**src/rtl/cpu_pkg.sv**
```systemverilog
// Shared definitions for the MIPS core pipeline control: jump encodings,
// MDU sequencer states, the ID/EX bubble bundle and the hazard register compare.
package cpu_pkg;

    localparam logic [1:0] JMP_NONE = 2'b00;
    localparam logic [1:0] JMP_J    = 2'b01;
    localparam logic [1:0] JMP_JR   = 2'b10;

    typedef enum logic {
        IDLE,
        BUSY
    } mdu_state_t;

    typedef struct packed {
        logic regwrite;
        logic memread;
        logic memwrite;
        logic branch;
        logic mdu;
    } ex_ctrl_t;

    localparam ex_ctrl_t NOP_CTRL = '0;

    // $0 is hardwired to zero, so it can never carry a true dependency
    function automatic logic reg_match(input logic [4:0] a, input logic [4:0] b);
        return (a != 5'd0) && (a == b);
    endfunction

endpackage

```
**src/rtl/hazard_ctrl_if.sv**
```systemverilog
// Decode/E/M hazard inputs and pipeline control outputs of the hazard controller.
interface hazard_ctrl_if #(
    parameter int CNT_W = 16
);
    logic [4:0]       i_addr_Drs;
    logic [4:0]       i_addr_Drt;
    logic             i_con_Duses_rs;
    logic             i_con_Duses_rt;
    logic             i_con_Dbranch;
    logic [1:0]       i_con_Djump;
    logic             i_con_ifbranch;
    logic             i_con_Dmdu;
    logic             i_con_Dmdrd;
    logic [4:0]       i_addr_Erd;
    logic             i_con_Eregwrite;
    logic             i_con_Ememread;
    logic [4:0]       i_addr_Mrd;
    logic             i_con_Mregwrite;
    logic             o_con_Fstall;
    logic             o_con_Dstall;
    logic             o_con_Ebubble;
    logic             o_con_Dflush;
    logic             o_con_mdustart;
    logic             o_con_mdubusy;
    logic             o_con_mdudone;
    logic [CNT_W-1:0] o_cnt_stall;

    modport master (
        output i_addr_Drs, i_addr_Drt, i_con_Duses_rs, i_con_Duses_rt, i_con_Dbranch,
               i_con_Djump, i_con_ifbranch, i_con_Dmdu, i_con_Dmdrd, i_addr_Erd,
               i_con_Eregwrite, i_con_Ememread, i_addr_Mrd, i_con_Mregwrite,
        input  o_con_Fstall, o_con_Dstall, o_con_Ebubble, o_con_Dflush, o_con_mdustart,
               o_con_mdubusy, o_con_mdudone, o_cnt_stall
    );

    modport slave (
        input  i_addr_Drs, i_addr_Drt, i_con_Duses_rs, i_con_Duses_rt, i_con_Dbranch,
               i_con_Djump, i_con_ifbranch, i_con_Dmdu, i_con_Dmdrd, i_addr_Erd,
               i_con_Eregwrite, i_con_Ememread, i_addr_Mrd, i_con_Mregwrite,
        output o_con_Fstall, o_con_Dstall, o_con_Ebubble, o_con_Dflush, o_con_mdustart,
               o_con_mdubusy, o_con_mdudone, o_cnt_stall
    );

endinterface

```
**src/rtl/hazard_mdu_seq.sv**
```systemverilog
// Multiply/divide sequencer: tracks an MDU operation from its start pulse to the
// registered done pulse, MDU_CYCLES-1 edges later.
module hazard_mdu_seq
    import cpu_pkg::*;
#(
    parameter int MDU_CYCLES = 32
) (
    input  logic i_clk,
    input  logic i_nrst,
    input  logic start,
    output logic busy,
    output logic done
);

    localparam int CW = $clog2(MDU_CYCLES);

    mdu_state_t    state;
    logic [CW-1:0] count;

    // The start cycle already uses up one of the MDU_CYCLES, so the register
    // holds the edges still to go before done; done fires on the edge after it reads 1.
    always_ff @(posedge i_clk or negedge i_nrst) begin
        if (!i_nrst) begin
            state <= IDLE;
            count <= '0;
            busy  <= 1'b0;
            done  <= 1'b0;
        end else begin
            done <= 1'b0;
            case (state)
                IDLE: begin
                    if (start) begin
                        if (MDU_CYCLES == 2) begin
                            done <= 1'b1;
                        end else begin
                            state <= BUSY;
                            busy  <= 1'b1;
                            count <= CW'(MDU_CYCLES - 2);
                        end
                    end
                end
                BUSY: begin
                    if (count == CW'(1)) begin
                        state <= IDLE;
                        busy  <= 1'b0;
                        done  <= 1'b1;
                        count <= '0;
                    end else begin
                        count <= count - 1'b1;
                    end
                end
                default: begin
                    state <= IDLE;
                    busy  <= 1'b0;
                    count <= '0;
                end
            endcase
        end
    end

endmodule

```
**src/rtl/hazard_ctrl.sv**
```systemverilog
// Pipeline hazard controller: decode-stage stall/bubble/flush generation,
// MDU sequencing and a saturating stall-cycle counter.
module hazard_ctrl
    import cpu_pkg::*;
#(
    parameter int MDU_CYCLES = 32,
    parameter int DELAY_SLOT = 1,
    parameter int CNT_W      = 16
) (
    input  logic          i_clk,
    input  logic          i_nrst,
    hazard_ctrl_if.slave  hz
);

    logic             h_lu;
    logic             h_br;
    logic             h_jr;
    logic             h_md;
    logic             stall;
    logic             redirect;
    logic             mdu_start;
    logic             mdu_busy;
    logic             mdu_done;
    logic [CNT_W-1:0] cnt_stall;

    // Loads only reach the branch comparator from M, and jr has no forwarding at all
    always_comb begin
        h_lu = hz.i_con_Ememread &&
               ((hz.i_con_Duses_rs && reg_match(hz.i_addr_Erd, hz.i_addr_Drs)) ||
                (hz.i_con_Duses_rt && reg_match(hz.i_addr_Erd, hz.i_addr_Drt)));
        h_br = hz.i_con_Dbranch && hz.i_con_Ememread &&
               (reg_match(hz.i_addr_Erd, hz.i_addr_Drs) || reg_match(hz.i_addr_Erd, hz.i_addr_Drt));
        h_jr = (hz.i_con_Djump == JMP_JR) &&
               ((hz.i_con_Eregwrite && reg_match(hz.i_addr_Erd, hz.i_addr_Drs)) ||
                (hz.i_con_Mregwrite && reg_match(hz.i_addr_Mrd, hz.i_addr_Drs)));
        h_md = mdu_busy && (hz.i_con_Dmdrd || hz.i_con_Dmdu);
        stall     = i_nrst && (h_lu || h_br || h_jr || h_md);
        redirect  = (hz.i_con_Dbranch && hz.i_con_ifbranch) ||
                    (hz.i_con_Djump == JMP_J) || (hz.i_con_Djump == JMP_JR);
        mdu_start = i_nrst && hz.i_con_Dmdu && !stall;
    end

    assign hz.o_con_Fstall   = stall;
    assign hz.o_con_Dstall   = stall;
    assign hz.o_con_Ebubble  = stall;
    assign hz.o_con_Dflush   = i_nrst && !stall && redirect && (DELAY_SLOT == 0);
    assign hz.o_con_mdustart = mdu_start;
    assign hz.o_con_mdubusy  = mdu_busy;
    assign hz.o_con_mdudone  = mdu_done;
    assign hz.o_cnt_stall    = cnt_stall;

    hazard_mdu_seq #(
        .MDU_CYCLES (MDU_CYCLES)
    ) u_mdu_seq (
        .i_clk  (i_clk),
        .i_nrst (i_nrst),
        .start  (mdu_start),
        .busy   (mdu_busy),
        .done   (mdu_done)
    );

    always_ff @(posedge i_clk or negedge i_nrst) begin
        if (!i_nrst) begin
            cnt_stall <= '0;
        end else if (stall && (cnt_stall != '1)) begin
            cnt_stall <= cnt_stall + 1'b1;
        end
    end

endmodule
```
**src/flat_wrapper.sv**
```systemverilog
// flat-port wrapper written by rule: the top's interface ports become plain ports
module hazard_ctrl_flat import cpu_pkg::*;
#(
    parameter int MDU_CYCLES = 32,
    parameter int DELAY_SLOT = 1,
    parameter int CNT_W      = 16
)
  (i_clk, i_nrst, hz_i_addr_Drs, hz_i_addr_Drt, hz_i_con_Duses_rs, hz_i_con_Duses_rt, hz_i_con_Dbranch, hz_i_con_Djump, hz_i_con_ifbranch, hz_i_con_Dmdu, hz_i_con_Dmdrd, hz_i_addr_Erd, hz_i_con_Eregwrite, hz_i_con_Ememread, hz_i_addr_Mrd, hz_i_con_Mregwrite, hz_o_con_Fstall, hz_o_con_Dstall, hz_o_con_Ebubble, hz_o_con_Dflush, hz_o_con_mdustart, hz_o_con_mdubusy, hz_o_con_mdudone, hz_o_cnt_stall);
  hazard_ctrl_if #(.CNT_W(CNT_W)) hz_i ();
  input  logic i_clk;
  input  logic i_nrst;
  input wire logic [$bits(hz_i.i_addr_Drs)-1:0] hz_i_addr_Drs;
  input wire logic [$bits(hz_i.i_addr_Drt)-1:0] hz_i_addr_Drt;
  input wire logic [$bits(hz_i.i_con_Duses_rs)-1:0] hz_i_con_Duses_rs;
  input wire logic [$bits(hz_i.i_con_Duses_rt)-1:0] hz_i_con_Duses_rt;
  input wire logic [$bits(hz_i.i_con_Dbranch)-1:0] hz_i_con_Dbranch;
  input wire logic [$bits(hz_i.i_con_Djump)-1:0] hz_i_con_Djump;
  input wire logic [$bits(hz_i.i_con_ifbranch)-1:0] hz_i_con_ifbranch;
  input wire logic [$bits(hz_i.i_con_Dmdu)-1:0] hz_i_con_Dmdu;
  input wire logic [$bits(hz_i.i_con_Dmdrd)-1:0] hz_i_con_Dmdrd;
  input wire logic [$bits(hz_i.i_addr_Erd)-1:0] hz_i_addr_Erd;
  input wire logic [$bits(hz_i.i_con_Eregwrite)-1:0] hz_i_con_Eregwrite;
  input wire logic [$bits(hz_i.i_con_Ememread)-1:0] hz_i_con_Ememread;
  input wire logic [$bits(hz_i.i_addr_Mrd)-1:0] hz_i_addr_Mrd;
  input wire logic [$bits(hz_i.i_con_Mregwrite)-1:0] hz_i_con_Mregwrite;
  output wire logic [$bits(hz_i.o_con_Fstall)-1:0] hz_o_con_Fstall;
  output wire logic [$bits(hz_i.o_con_Dstall)-1:0] hz_o_con_Dstall;
  output wire logic [$bits(hz_i.o_con_Ebubble)-1:0] hz_o_con_Ebubble;
  output wire logic [$bits(hz_i.o_con_Dflush)-1:0] hz_o_con_Dflush;
  output wire logic [$bits(hz_i.o_con_mdustart)-1:0] hz_o_con_mdustart;
  output wire logic [$bits(hz_i.o_con_mdubusy)-1:0] hz_o_con_mdubusy;
  output wire logic [$bits(hz_i.o_con_mdudone)-1:0] hz_o_con_mdudone;
  output wire logic [$bits(hz_i.o_cnt_stall)-1:0] hz_o_cnt_stall;
  assign hz_i.i_addr_Drs = hz_i_addr_Drs;
  assign hz_i.i_addr_Drt = hz_i_addr_Drt;
  assign hz_i.i_con_Duses_rs = hz_i_con_Duses_rs;
  assign hz_i.i_con_Duses_rt = hz_i_con_Duses_rt;
  assign hz_i.i_con_Dbranch = hz_i_con_Dbranch;
  assign hz_i.i_con_Djump = hz_i_con_Djump;
  assign hz_i.i_con_ifbranch = hz_i_con_ifbranch;
  assign hz_i.i_con_Dmdu = hz_i_con_Dmdu;
  assign hz_i.i_con_Dmdrd = hz_i_con_Dmdrd;
  assign hz_i.i_addr_Erd = hz_i_addr_Erd;
  assign hz_i.i_con_Eregwrite = hz_i_con_Eregwrite;
  assign hz_i.i_con_Ememread = hz_i_con_Ememread;
  assign hz_i.i_addr_Mrd = hz_i_addr_Mrd;
  assign hz_i.i_con_Mregwrite = hz_i_con_Mregwrite;
  assign hz_o_con_Fstall = hz_i.o_con_Fstall;
  assign hz_o_con_Dstall = hz_i.o_con_Dstall;
  assign hz_o_con_Ebubble = hz_i.o_con_Ebubble;
  assign hz_o_con_Dflush = hz_i.o_con_Dflush;
  assign hz_o_con_mdustart = hz_i.o_con_mdustart;
  assign hz_o_con_mdubusy = hz_i.o_con_mdubusy;
  assign hz_o_con_mdudone = hz_i.o_con_mdudone;
  assign hz_o_cnt_stall = hz_i.o_cnt_stall;
  hazard_ctrl #(.MDU_CYCLES(MDU_CYCLES), .DELAY_SLOT(DELAY_SLOT), .CNT_W(CNT_W)) u_core (.i_clk(i_clk), .i_nrst(i_nrst), .hz(hz_i));
endmodule
```
**config.mk**
```make
export PLATFORM = sky130hd
export DESIGN_NAME = hazard_ctrl_flat
export DESIGN_NICKNAME = d
export VERILOG_FILES = /design/src/rtl/cpu_pkg.sv /design/src/rtl/hazard_ctrl_if.sv /design/src/rtl/hazard_mdu_seq.sv /design/src/rtl/hazard_ctrl.sv /design/src/flat_wrapper.sv
export SDC_FILE = /design/constraint.sdc
export NUM_CORES = 1
export LEC_CHECK = 0
export CAP_MARGIN = 30
export CORE_MARGIN = 2
export CORE_UTILIZATION = 47
export DETAILED_ROUTE_END_ITERATION = 10
export PLACE_DENSITY = 0.82
export SLEW_MARGIN = 10
export SYNTH_ARGS = -nofsm -noshare
export SYNTH_HDL_FRONTEND = slang
export SYNTH_SLANG_ARGS = --single-unit
```
**constraint.sdc**
```tcl
create_clock -name i_clk -period 6.1 [get_ports i_clk]
set_input_delay 1.525 -clock i_clk [delete_from_list [all_inputs] [get_ports i_clk]]
set_output_delay 1.525 -clock i_clk [all_outputs]
set_load 0.005 [all_outputs]
```
==> results of run 1 <==
[worst reg2reg max path, cell delays in order (launching register included)]
cell and delay [ps]:
dfrtp_1 420, ha_1 210, nand2_1 80, nor2_1 210
nand3_1 180, nor2_1 680, or3b_1 260, mux2_1 340
[layer usage]
metal | vias to the layer above | share of wire
met2 | 39 | 0.56
met1 | 662 | 0.38
met3 | 4 | 0.038
met4 | 0 | 0.015
li1 | 669 | -
met5 | - | 0
[cell type report]
| type | instances | area [µm²] | share of cell area |
|---|---|---|---|
| well taps | 44 | 55.1 | 0.0259 |
| inverters | 3 | 11.3 | 0.00530 |
| clock inverters | 1 | 30.0 | 0.0141 |
| flip-flops and latches | 24 | 601 | 0.283 |
| clock buffers | 3 | 22.5 | 0.0106 |
| multi-input cells | 125 | 853 | 0.401 |
| repair buffers | 56 | 553 | 0.260 |
[cells by family after synthesis]
logic type | after synthesis | share of synthesized area
compound gates | 13 | 0.0556
flops | 24 | 0.399
buf+inv | 10 | 0.0349
mux | 4 | 0.0291
simple gates | 77 | 0.297
fa+ha+maj | 3 | 0.0249
xor+xnor | 27 | 0.157
other cells | 1 | 0.00249
[power breakdown]
part           total [mW]  internal (mW)  switching (mW)
Sequential          0.207          0.180          0.0277
Combinational       0.129         0.0814          0.0471
Clock               0.116         0.0664          0.0492
Total               0.451          0.327           0.124
[state kept, by name, indices dropped and copies added, names as in the netlist]
name,cells
u_core.hz.o_cnt_stall,16
u_core.u_mdu_seq.busy,1
u_core.u_mdu_seq.count,5
u_core.u_mdu_seq.done,1
u_core.u_mdu_seq.state,1
[cells in the mapped netlist (2+ instances only)]
library cell / number
nor2b_1: 3
nor2_1: 11
nor3b_1: 2
mux2_1: 2
xor2_1: 15
buf_4: 4
clkbuf_1: 3
nor3_1: 8
a21oi_1: 2
dfrtp_1: 24
o21ai_0: 3
nand3_1: 14
xnor2_1: 12
and3_1: 2
nand2b_1: 4
nand4_1: 3
nor4_2: 2
ha_1: 3
nand2_1: 11
nor4_1: 7
o22ai_1: 2
inv_1: 3
[metrics by stage]
stage,area [µm²],util,power [mW],setup slack (ps),hold WS [ps]
after floorplan,1510,-,0.255,1510,478
after detailed placement,2070,0.679,0.341,836,494
after CTS,2130,0.696,0.456,829,512
after global routing,2130,0.696,0.475,693,532
final,2130,0.696,0.451,838,506
after global placement,2070,0.679,0.331,842,471
[final timing paths]
path / startpoint / to / slack [ps] / cells past startpoint
max reg2reg: u_core.hz.o_cnt_stall[0]$_DFFE_PN0P_ / u_core.hz.o_cnt_stall[1]$_DFFE_PN0P_ / 3610 / 7
min: u_core.hz.o_cnt_stall[6]$_DFFE_PN0P_ / u_core.hz.o_cnt_stall[6]$_DFFE_PN0P_ / 510 / 1
min reg2reg: u_core.hz.o_cnt_stall[6]$_DFFE_PN0P_ / u_core.hz.o_cnt_stall[6]$_DFFE_PN0P_ / 510 / 1
min in group asynchronous: i_nrst / u_core.u_mdu_seq.busy$_DFFE_PN0P_ / 1550 / 1
max: hz_i_addr_Erd[1] / hz_o_con_mdustart / 840 / 7
max in group asynchronous: i_nrst / u_core.hz.o_cnt_stall[1]$_DFFE_PN0P_ / 3840 / 2
==> results.json, run 1 <==
{
  "outcome": "finished, final reports clean",
  "synth_cell_type_count": 41,
  "yosysWarnings": 0,
  "rsz0062_at_grt": "no",
  "synth_fp_nets": 195,
  "synth-edff-count": 0,
  "fp.dieW_um": 60.6,
  "post-synth-top-area-cell": "dfrtp_1",
  "core-area_um2": 3050,
  "seq_area_frac_synth": 0.399,
  "finalSetupViolations": 0,
  "fp.dieArea_um2": 3670,
  "placed_cells": 252,
  "p_leak_nw": 0.875,
  "drtIter0Drc": 48,
  "via_count": 1374,
  "cts_setup_buffers": 0,
  "drc_errors": 0,
  "drive_gt1_frac": 0.0613,
  "endpoint_kind": "output port",
  "synth_area_leaders": "dfrtp_1 40%, xor2_1 8.7%, xnor2_1 7.0%",
  "syn_area_per_cell_um2": 9.47,
  "p_per_area_nw_per_um2": 212,
  "rows": 20,
  "netlist_instances": 159,
  "stdcell_count": 256,
  "cpMostUsedCell": "clkdlybuf4s50_1",
  "async_reset_ff_frac": 1.00,
  "use_met1": 0.231,
  "cts.clk_slew.worst_paths_ps": 130,
  "die_y_um": 60.6,
  "yosys_register_bits": 24,
  "critPathLaunchType": "input port",
  "fin_crit_sh": 0.863,
  "mostFrequentLayoutCells": "53 x clkdlybuf4s50_1, 24 x dfrtp_1, 15 x xor2_1",
  "cp_cell_sequence": "clkdlybuf4s50_1 > or4_1 > nor2_2 > nor3_2 > nor4_2 > buf_4 > clkdlybuf4s50_1",
  "port_buffers": 53,
  "via_per_inst": 5.37,
  "tns_ps": 0,
  "cts_root_buf": "clkbuf_4",
  "cts_sinks": 24,
  "syn_area_um2": 1510,
  "synth_top_area_share": 0.399,
  "maxSlewHeadroom": 0.447,
  "dp_hpwl_um": 2910,
  "cts_resized": 0,
  "cts_tree": "done",
  "slowest_delay_ps": 550,
  "grt_antenna_before_repair": 0,
  "ys.flop_type": "dfrtp_1",
  "grt_overflow_total": 0,
  "clk_latency_ps": 320,
  "vdd_ir_drop_max_uv": 114,
  "crit_buf_inv": 3,
  "fillers": 246,
  "area_delta_synth_final_pct": 41.1,
  "critPathRequiredTime_ps": 4580,
  "hp-class": "register to register",
  "wl_per_cell_um": 13.8,
  "postRouteAntennaNets": 0,
  "grt_usage": 0.210,
  "num_antenna_cells": 0,
  "holdBufCountCts": 0,
  "wl_um": 3530,
  "max_freq_mhz": 190,
  "grt_pass1_wl_um": 5910,
  "cts_buffers": 3,
  "worst_slew_pin_slew_ps": 827,
  "start_util": 0.493,
  "grt_max_degree": 28,
  "drv_slew": 0,
  "cpMaxStageDelayCell": "or4_1",
  "met2_usage": 0.412,
  "cap_violations": 0,
  "firstDrtPassIters": 4,
  "worst-endpoint-arrival_ps": 3740,
  "cpLargestDelayFamily": "buffers and inverters",
  "gp_congestion": 0.850,
  "skew_ps": 6.63,
  "grt-busiest-layer": "met2",
  "layout_commonest_cell": "clkdlybuf4s50_1",
  "use_met3": 0.0213,
  "htree_levels": 1,
  "cts_buffer_depth": 2,
  "crit_fanout": 8,
  "first_global_vias": 1423,
  "layout_min_cycle_time_ps": 5260,
  "hold_violations": 0,
  "finalNetCount": 249,
  "critPathKind": "input port to output port",
  "io_pins": 56
}
Note: power is estimated with default switching activity, not from simulation.
==> inputs of run 2 (changes only) <==
Settings changed: CAP_MARGIN 30 to 20, CORE_MARGIN 2 to not set.
==> run 2 against run 1 <==
  * Largest cell class unchanged
  * Flip-flop and latch count stayed put
  * Sequential share of layout area is the same
  * Global-route usage is 1.3 points higher
  * Sequential power barely moved
  * Clock skew increased by 4.2 ps
  * Combinational power is essentially flat
  * Largest power group unchanged
  * First-iteration DRC count shrank 4.2%
  * Non-clock buffer count unchanged
==> results.json, run 2 (same netlist as run 1, synthesis figures left out) <==
{
  "cpLargestDelayFamily": "buffers and inverters",
  "critPathKind": "input port to output port",
  "postRouteAntennaNets": 0,
  "cpMostUsedCell": "clkdlybuf4s50_1",
  "grt_overflow_total": 0,
  "cts_root_buf": "clkbuf_4",
  "endpoint_kind": "output port",
  "cts_buffers": 3,
  "stdcell_count": 256,
  "tns_ps": 0,
  "worst_slew_pin_slew_ps": 821,
  "fin_hold_ws_ps": 502,
  "fp.dieArea_um2": 3440,
  "p_leak_nw": 0.875,
  "switching_share": 0.270,
  "largest_reg_flops": 16,
  "grt_pass1_wl_um": 5870,
  "rows": 20,
  "clk_latency_ps": 320,
  "dp_hpwl_um": 2690,
  "htree_levels": 1,
  "power.switching_mw": 0.121,
  "layout_min_cycle_time_ps": 5280,
  "io_pins": 56,
  "cts_tree": "done",
  "outcome": "finished, final reports clean",
  "wl_per_cell_um": 13.4,
  "grt_usage": 0.224,
  "cts_buffer_depth": 2,
  "grt_max_degree": 28,
  "dp_worst_setup_slack_ps": 811,
  "vdd_ir_drop_max_uv": 113,
  "crit_buf_inv": 3,
  "finalSetupViolations": 0,
  "cts_setup_buffers": 0,
  "hold_violations": 0,
  "worst-endpoint-arrival_ps": 3760,
  "fp.dieW_um": 58.6,
  "gp_congestion": 0.813,
  "cpMaxStageDelayCell": "or4_1",
  "crit_fanout": 8,
  "comb_power_share": 0.281,
  "firstDrtPassIters": 4,
  "critPathRequiredTime_ps": 4580,
  "cap_violations": 0,
  "cts_sinks": 24,
  "drtIter0Drc": 46,
  "drc_errors": 0,
  "fin_crit_sh": 0.866,
  "hp-class": "register to register",
  "die_y_um": 58.6,
  "mostFrequentLayoutCells": "53 x clkdlybuf4s50_1, 24 x dfrtp_1, 15 x xor2_1",
  "core-area_um2": 3050,
  "drv_slew": 0,
  "holdBufCountCts": 0,
  "cts_resized": 0,
  "grt_antenna_before_repair": 0,
  "p_int_mw": 0.327,
  "port_buffers": 53,
  "start_util": 0.493,
  "rsz0062_at_grt": "no",
  "via_count": 1365,
  "seqPwrFrac": 0.460,
  "skew_ps": 10.8,
  "wl_um": 3420,
  "slowest_delay_ps": 550,
  "num_antenna_cells": 0,
  "maxSlewHeadroom": 0.451,
  "cp_cell_sequence": "clkdlybuf4s50_1 > or4_1 > nor2_2 > nor3_2 > nor4_2 > buf_4 > clkdlybuf4s50_1",
  "finalNetCount": 249,
  "placed_cells": 252,
  "finalWorstSetupSlack_ps": 817,
  "pwr-share-clk": 0.259,
  "p_per_area_nw_per_um2": 211,
  "via_per_inst": 5.33,
  "first_global_vias": 1404,
  "area_delta_synth_final_pct": 41.1,
  "critPathLaunchType": "input port",
  "layout_commonest_cell": "clkdlybuf4s50_1",
  "drive_gt1_frac": 0.0613,
  "cts.clk_slew.worst_paths_ps": 130,
  "max_freq_mhz": 189
}
[run 2: cell counts in the layout (fill, tap and decap cells not counted)]
Identical to the previous run, type by type.
[run 2: power groups by stage]
stage	Sequential [mW]	Combinational [mW]	Clock, mW
detailed placement	0.210	0.127	0
CTS	0.206	0.128	0.119
global route	0.211	0.139	0.126
finish	0.206	0.126	0.116
floorplan	0.207	0.0484	0
global placement	0.208	0.123	0
[run 2: per-stage QoR]
stage	cell area [µm²]	util	power [mW]
floorplan	1510	-	0.255
global placement	2070	0.679	0.331
detailed placement	2070	0.679	0.336
CTS	2130	0.696	0.454
global route	2130	0.696	0.475
finish	2130	0.696	0.448
[run 2: routing by layer]
metal | global-route usage | up-vias | part of all wire
li1 | - | 670 | -
met1 | 0.252 | 649 | 0.42
met2 | 0.425 | 40 | 0.53
met3 | 0.0286 | 6 | 0.038
met4 | 0.0884 | 0 | 0.012
met5 | 0 | - | 0
[run 2: final timing paths]
check | cells after the start | slack [ps] | end | start
max in group asynchronous | 2 | 3810 | u_core.hz.o_cnt_stall[5]$_DFFE_PN0P_ | i_nrst
max | 7 | 820 | hz_o_con_mdustart | hz_i_addr_Erd[1]
min in group asynchronous | 1 | 1560 | u_core.u_mdu_seq.count[1]$_DFFE_PN0P_ | i_nrst
min reg2reg | 1 | 500 | u_core.hz.o_cnt_stall[6]$_DFFE_PN0P_ | u_core.hz.o_cnt_stall[6]$_DFFE_PN0P_
min | 1 | 500 | u_core.hz.o_cnt_stall[6]$_DFFE_PN0P_ | u_core.hz.o_cnt_stall[6]$_DFFE_PN0P_
max reg2reg | 7 | 3630 | u_core.hz.o_cnt_stall[1]$_DFFE_PN0P_ | u_core.hz.o_cnt_stall[0]$_DFFE_PN0P_
[run 2: cell type report]
type,count,area (µm²)
sequential,24,601
clock buffer,3,22.5
tap,44,55.1
timing repair buffer,56,553
multi-input combinational,125,853
fill,251,927
clock inverter,1,30.0
inverter,3,11.3
[run 2: worst reg2reg max path: cells and delay by family (launching register included)]
kind,cells,cell delay (ps)
flip-flops,1,420
multiplexers,1,320
adder cells (fa/ha/maj),1,210
AND/OR/NAND/NOR,5,1420
